## config.mk

```make
export PLATFORM = sky130hd
export DESIGN_NAME = lzd_norm_shift
export DESIGN_NICKNAME = d
export VERILOG_FILES = /design/src/rtl/lzd_norm_shift.sv
export SDC_FILE = /design/constraint.sdc
export NUM_CORES = 1
export LEC_CHECK = 0
export CORE_UTILIZATION = 30
export CTS_CLUSTER_DIAMETER = 100
export DETAILED_ROUTE_END_ITERATION = 8
export PLACE_DENSITY = 0.55
export SLEW_MARGIN = 20
export SYNTH_ARGS = -nofsm -noshare
export SYNTH_HDL_FRONTEND = slang
export SYNTH_SLANG_ARGS = --single-unit
```

## constraint.sdc

```tcl
create_clock -name clk -period 8.2 [get_ports clk]
set_input_delay 2.05 -clock clk [delete_from_list [all_inputs] [get_ports clk]]
set_output_delay 2.05 -clock clk [all_outputs]
set_load 0.1 [all_outputs]
```

## src/rtl/lzd_norm_shift.sv

```systemverilog
// -----------------------------------------------------------------------------
// lzd_norm_shift
// Normalization stage of the FP MAC datapath. It takes the unnormalized adder
// sum together with the 1-based leading-one position reported by the LZD. The
// sum is left-shifted so that its leading one lands in bit W-1, and the
// exponent is lowered by the same amount. The block is a two-stage pipeline
// with valid/ready handshakes on both sides.
//
// Ports
//   clk        rising-edge clock
//   rst_n      asynchronous active-low reset
//   in_valid   input beat valid
//   in_ready   block can accept a beat this cycle (combinational ready chain)
//   in_sum     unnormalized sum (W bits)
//   in_pos     LZD leading-one position, 1 = MSB set; shift = in_pos-1
//   in_exp     pre-normalization biased exponent
//   out_valid  output beat valid (stage-2 valid register)
//   out_ready  downstream accepts the beat
//   out_mant   normalized mantissa
//   out_exp    adjusted exponent
//   out_zero   result is exactly zero
//   out_uf     exponent underflow, result flushed to zero
//   out_err    in_pos out of range (0 or > W)
// -----------------------------------------------------------------------------
module lzd_norm_shift #(
    parameter int W     = 66,
    parameter int POS_W = 7,
    parameter int EXP_W = 12
) (
    input  logic             clk,
    input  logic             rst_n,
    input  logic             in_valid,
    output logic             in_ready,
    input  logic [W-1:0]     in_sum,
    input  logic [POS_W-1:0] in_pos,
    input  logic [EXP_W-1:0] in_exp,
    output logic             out_valid,
    input  logic             out_ready,
    output logic [W-1:0]     out_mant,
    output logic [EXP_W-1:0] out_exp,
    output logic             out_zero,
    output logic             out_uf,
    output logic             out_err
);

    localparam logic [POS_W-1:0] POS_MAX = POS_W'(W);
    localparam logic [POS_W-1:0] POS_ONE = POS_W'(1);

    // Handshake / pipeline control
    logic s2_load_s;
    logic s1_load_s;
    logic in_xfer_s;

    // Stage-1 combinational results
    logic             s1_err_s;
    logic             s1_zero_s;
    logic [POS_W-1:0] s1_sh_s;
    logic [POS_W-1:0] s1_coarse_s;
    logic [W-1:0]     s1_sum_s;

    // Stage-1 registers
    logic             s1_valid_r;
    logic [W-1:0]     s1_sum_r;
    logic [EXP_W-1:0] s1_exp_r;
    logic [POS_W-1:0] s1_sh_r;
    logic             s1_zero_r;
    logic             s1_err_r;

    // Stage-2 combinational results
    logic [W-1:0]     s2_mant_s;
    logic             s2_uf_s;
    logic [EXP_W-1:0] s2_exp_diff_s;
    logic [W-1:0]     s2_mant_next_s;
    logic [EXP_W-1:0] s2_exp_next_s;
    logic             s2_zero_next_s;
    logic             s2_uf_next_s;
    logic             s2_err_next_s;

    // Ready chain: stage 2 frees up when empty or draining; stage 1 when empty
    // or moving into stage 2. A full pipe therefore accepts and drains together.
    assign s2_load_s = !out_valid || out_ready;
    assign s1_load_s = !s1_valid_r || s2_load_s;
    assign in_ready  = s1_load_s;
    assign in_xfer_s = in_valid && s1_load_s;

    // Stage 1: range check, zero detect and coarse (multiple-of-8) shift.
    // Zero is detected from the sum itself because the LZD reports W for both
    // a zero sum and a sum of one.
    always_comb begin
        s1_err_s  = (in_pos == {POS_W{1'b0}}) || (in_pos > POS_MAX);
        s1_zero_s = (in_sum == {W{1'b0}});
        if (s1_err_s) begin
            s1_sh_s = {POS_W{1'b0}};
        end else begin
            s1_sh_s = in_pos - POS_ONE;
        end
        s1_coarse_s = {s1_sh_s[POS_W-1:3], 3'b000};
        s1_sum_s    = in_sum << s1_coarse_s;
    end

    // Stage-1 register: valid follows the load enable, payload loads on transfer.
    always_ff @(posedge clk or negedge rst_n) begin
        if (!rst_n) begin
            s1_valid_r <= 1'b0;
            s1_sum_r   <= {W{1'b0}};
            s1_exp_r   <= {EXP_W{1'b0}};
            s1_sh_r    <= {POS_W{1'b0}};
            s1_zero_r  <= 1'b0;
            s1_err_r   <= 1'b0;
        end else begin
            if (s1_load_s) begin
                s1_valid_r <= in_valid;
            end
            if (in_xfer_s) begin
                s1_sum_r  <= s1_sum_s;
                s1_exp_r  <= in_exp;
                s1_sh_r   <= s1_sh_s;
                s1_zero_r <= s1_zero_s;
                s1_err_r  <= s1_err_s;
            end
        end
    end

    // Stage 2: fine shift (0..7), underflow test at EXP_W+1 bits and the
    // output priority mux (err, then zero, then underflow, then normal).
    always_comb begin
        s2_mant_s      = s1_sum_r << s1_sh_r[2:0];
        s2_uf_s        = !s1_zero_r && !s1_err_r &&
                         ({1'b0, s1_exp_r} < (EXP_W+1)'(s1_sh_r));
        s2_exp_diff_s  = s1_exp_r - EXP_W'(s1_sh_r);
        s2_mant_next_s = {W{1'b0}};
        s2_exp_next_s  = {EXP_W{1'b0}};
        s2_zero_next_s = 1'b0;
        s2_uf_next_s   = 1'b0;
        s2_err_next_s  = 1'b0;
        if (s1_err_r) begin
            s2_err_next_s = 1'b1;
        end else if (s1_zero_r) begin
            s2_zero_next_s = 1'b1;
        end else if (s2_uf_s) begin
            s2_uf_next_s = 1'b1;
        end else begin
            s2_mant_next_s = s2_mant_s;
            s2_exp_next_s  = s2_exp_diff_s;
        end
    end

    // Stage-2 / output register: payload only changes when a valid beat moves
    // in, so outputs stay stable while stalled.
    always_ff @(posedge clk or negedge rst_n) begin
        if (!rst_n) begin
            out_valid <= 1'b0;
            out_mant  <= {W{1'b0}};
            out_exp   <= {EXP_W{1'b0}};
            out_zero  <= 1'b0;
            out_uf    <= 1'b0;
            out_err   <= 1'b0;
        end else begin
            if (s2_load_s) begin
                out_valid <= s1_valid_r;
            end
            if (s2_load_s && s1_valid_r) begin
                out_mant <= s2_mant_next_s;
                out_exp  <= s2_exp_next_s;
                out_zero <= s2_zero_next_s;
                out_uf   <= s2_uf_next_s;
                out_err  <= s2_err_next_s;
            end
        end
    end

endmodule

```

-- Yosys cells after proc, flatten, opt, wreduce, memory -nomap -nowiden
Cells that the tools add are included.
- output and inout port bits: 83
- register bits after elaboration: 170
- word-level logic and storage cells: 44
- input bits: 89
- $add $sub $neg: 2
- reductions and logical operators: 13
- mux-type cells: 13
- magnitude comparators: 2
- shift operators: 2
- operator list (cell ; number):
    $mux 66 ; 3
    $logic_not 66->1 ; 1
    $shl 66x3->66 ; 1
    $shl 66x7->66 ; 1
    $mux 12 ; 3
    $lt 12x7->1 ; 1
    $sub 12x7->12 ; 1
    $gt 7x7->1 const B ; 1
    $logic_not 7->1 ; 1
    $mux 7 ; 1
    $sub 7x1->7 const B ; 1
    $mux 1 ; 6
    $logic_and 1x1->1 ; 4
    $logic_not 1->1 ; 4
    $logic_or 1x1->1 ; 3

-- Longest topological paths before layout
- word-level depth: 6
- depth in mapped cells: 11
- gate-level depth less buffers: 10

-- Least setup slack after synthesis
No wires, ideal clock.
- kind: in2out
- from: input out_ready
- to: output in_ready
- data arrival time: 2.887 ns
- required time: 6.150 ns
- slack: 3.263 ns
- path buffers: 0
- stages on the path: 1
- cell sequence: nand3b_1
- word-level cells in the longest chain between the ends: 2
- RTL lines (element ; RTL line ; source):
    start: declaration ; 38 ; input logic out_ready,
    $logic_or 1x1->1 ; 81 ; assign s2_load_s = !out_valid || out_ready;
    $logic_or 1x1->1 ; 82 ; assign s1_load_s = !s1_valid_r || s2_load_s;
    end: declaration ; 33 ; output logic in_ready,
No other way between the ends.

-- Worst setup path after layout
Same ends and word-level chain as after synthesis.

==> metrics.yaml <==
clock_network:
  cts_resized: 0
  cts_buffers: 17
  cts_root_buf: "clkbuf_16"
  cts_tree: "yes"
  cts.sinks: 170
  cts_hold_buf: 0
  cts_buffer_depth: 2
  cts_max_level: 4
  clk_latency_ns: 0.44
  postCtsSetupBuffers: 0
  path_clk_slew_ns: 0.06
final_layout:
  nFillCells: 3450
  final_layout_size_suffix_gt1_frac: 0.107
  antenna_cells: 0
  area_growth_pct: 25.5
  nNetsFinal: 1304
  fin_util: 0.383
logic_synthesis:
  ys.flop_type: "dfrtp_1"
  synth_seq_cells: 170
  synth_cell_type_count: 61
  async_flop_share: 1.00
  yosysTopAreaCell: "dfrtp_1"
  synth-edff-count: 0
  yosysSeqAreaShare: 0.403
  syn_nets: 1181
  ys_warn_count: 0
  synth_area_leaders: "dfrtp_1, mux2i_1, mux4_2"
  synth.top_cell.area_share: 0.403
  synthCells: 1081
  syn-cell-area_um2: 10600
  syn_area_per_cell_um2: 9.77
outcome:
  status: "finished, final reports clean"
timing:
  fin_tns_setup_ns: 0
  fin_crit_sh: 0.721
  fin_crit_ns: 5.91
  setup_viol: 0
  clock.fmax_mhz: 169
  slew_violations: 0
  slew_headroom: 0.272
  clock_skew_ns: 0.0166
  worst_pin_slew_ns: 1.09
  rsz0062_at_grt: "no"
  finalHoldViolCount: 0
  finalWorstSetupSlack_ns: 2.29
grt:
  grt_overflow: 0
  antenna_found_initial: 0
  grt_max_degree: 107
  grt_pass1_vias: 9213
  grtUsageTotal: 0.207
  grt_pass1_wl_mm: 56.6
critical_path:
  rr_endpoint: "out_mant[2]$_DFFE_PN0P_"
  cp-start-kind: "input pin"
  crit_path_end: "in_ready"
  reg2reg_slack_ns: 4.23
  cp-end-kind: "output pin"
  worstSetupPathType: "in -> out"
  arrival_ns: 3.86
  cp_max_fo: 4
  startpoint: "out_ready"
  r2r_start: "s1_sh_r[2]$_DFFE_PN0P_"
  r2r_cells: 11
  crit_required_ns: 6.15
placement:
  place_congestion: 0.902
  place_hpwl_mm: 27.1
  io_buffers: 171
  place_ws_ns: 2.29
power_and_ir_drop:
  ir_drop_v: 0.000168
  power.leakage_uw: 0.00547
  p_per_area_nw_per_um2: 273
floorplanning:
  start_util: 0.305
  die_w_um: 190
  die_area_um2: 36000
  die_h_um: 190
  core_area_um2: 34600
  ios: 172
  fp-row-count: 68
detailed_routing:
  drc: 0
  wirelength_mm: 36.7
  dr.pass1.iters: 5
  avgRoutedWirePerCell_um: 22.0
  drt-initial-drc-count: 863
  viasPerCell: 5.57
  route.vias.total: 9306
  ant_nets: 0
run:
  drv_cap: 0
worst_hold_path:
  hp-class: "reg -> reg"
-- kinds of logic after synthesis --
family / Yosys count / share of synthesized area
DFF: 170 / 0.403
muxes: 179 / 0.227
buffers and inverters: 92 / 0.0361
and+or+nand+nor: 353 / 0.148
adders and majority gates: 11 / 0.0137
AOI/OAI and AO/OA: 263 / 0.161
xor gates and xnor gates: 13 / 0.0108
-- per-layer routing --
layer  GRT usage  vias to the layer above  part of all wire
met4      0.0648                        0             0.024
li1            -                     4256                 -
met5           0                        -                 0
met1       0.299                     4602              0.47
met2       0.302                      400              0.43
met3      0.0500                       48             0.079
-- cells in the mapped netlist, drive strengths merged (3+ instances only) --
master / instances
a22oi: 20
nand3: 20
a32o: 7
nor3: 9
mux4: 47
nand4: 5
buf: 24
inv: 10
and3: 9
a211oi: 5
a221o: 9
a311o: 3
a21oi: 23
o21ai: 112
xor2: 4
mux2i: 114
o21a: 6
nand2: 228
nand2b: 7
o211ai: 10
ha: 10
nor3b: 3
mux2: 18
a22o: 24
dfrtp: 170
clkbuf: 57
nor2b: 8
o22ai: 11
a31oi: 17
nor2: 33
xnor2: 9
nor4: 19
-- how the worst min path moves through the flow --
stage / start / cells after the start / to / slack, ns
6_report: out_mant[26]$_DFFE_PN0P_ / 2 / out_mant[26]$_DFFE_PN0P_ / 0.48
3_3_place_gp: out_mant[3]$_DFFE_PN0P_ / 2 / out_mant[3]$_DFFE_PN0P_ / 0.46
5_1_grt: out_mant[26]$_DFFE_PN0P_ / 2 / out_mant[26]$_DFFE_PN0P_ / 0.51
3_5_place_dp: s1_exp_r[2]$_DFFE_PN0P_ / 2 / s1_exp_r[2]$_DFFE_PN0P_ / 0.47
2_1_floorplan: s1_sh_r[3]$_DFFE_PN0P_ / 2 / s1_sh_r[3]$_DFFE_PN0P_ / 0.45
4_1_cts: out_mant[25]$_DFFE_PN0P_ / 2 / out_mant[25]$_DFFE_PN0P_ / 0.49
-- cell usage in the layout (no fill, tap or decap), types with 11 or more instances in the layout --
master	netlist	layout
a21oi_1	23	23
a22o_1	24	24
a22oi_1	20	20
a31oi_1	17	17
buf_4	2	13
clkbuf_16	0	17
clkdlybuf4s50_1	0	170
dfrtp_1	170	167
mux2_2	18	18
mux2i_1	114	114
mux4_2	47	47
nand2_1	227	225
nand3_1	19	18
nor2_1	31	31
nor4_1	19	19
o21ai_0	111	110
o22ai_1	11	11
-- state kept, by name (all words and copies together), names as in the netlist, 7 cells and up --
| register | count |
|---|---|
| out_exp | 12 |
| s1_exp_r | 12 |
| out_mant | 66 |
| s1_sum_r | 66 |
| s1_sh_r | 7 |
-- area by class of cell --
| type | instances | area, um2 | area share |
|---|---|---|---|
| clock inverter | 13 | 144 | 0.0108 |
| multi-input combinational | 819 | 5960 | 0.450 |
| clock buffer | 19 | 443 | 0.0334 |
| tap | 455 | 569 | 0.0429 |
| timing repair buffer | 185 | 1840 | 0.139 |
| sequential | 170 | 4260 | 0.321 |
| inverter | 11 | 41.3 | 0.00311 |
-- critical path: stages --
cell and delay (ns):
clkdlybuf4s50_1 0.46, nand3b_1 0.17, clkdlybuf4s50_1 1.17
-- through the flow --
stage,cell area (um2),std cells,hold WS (ns),total power (uW)
floorplan,10600,1081,0.450,2310
global placement,12600,1639,0.461,2800
detailed placement,12600,1639,0.469,2810
CTS,13200,1671,0.485,3630
global route,13300,1672,0.509,3780
finish,13300,1672,0.476,3610
-- report_power, final --
part | internal, uW | switching [uW] | total, uW
Combinational | 513 | 1130 | 1640
Sequential | 994 | 155 | 1150
Clock | 459 | 363 | 822
Total | 1970 | 1650 | 3610
No activity file was read; power rests on OpenSTA's default activity.
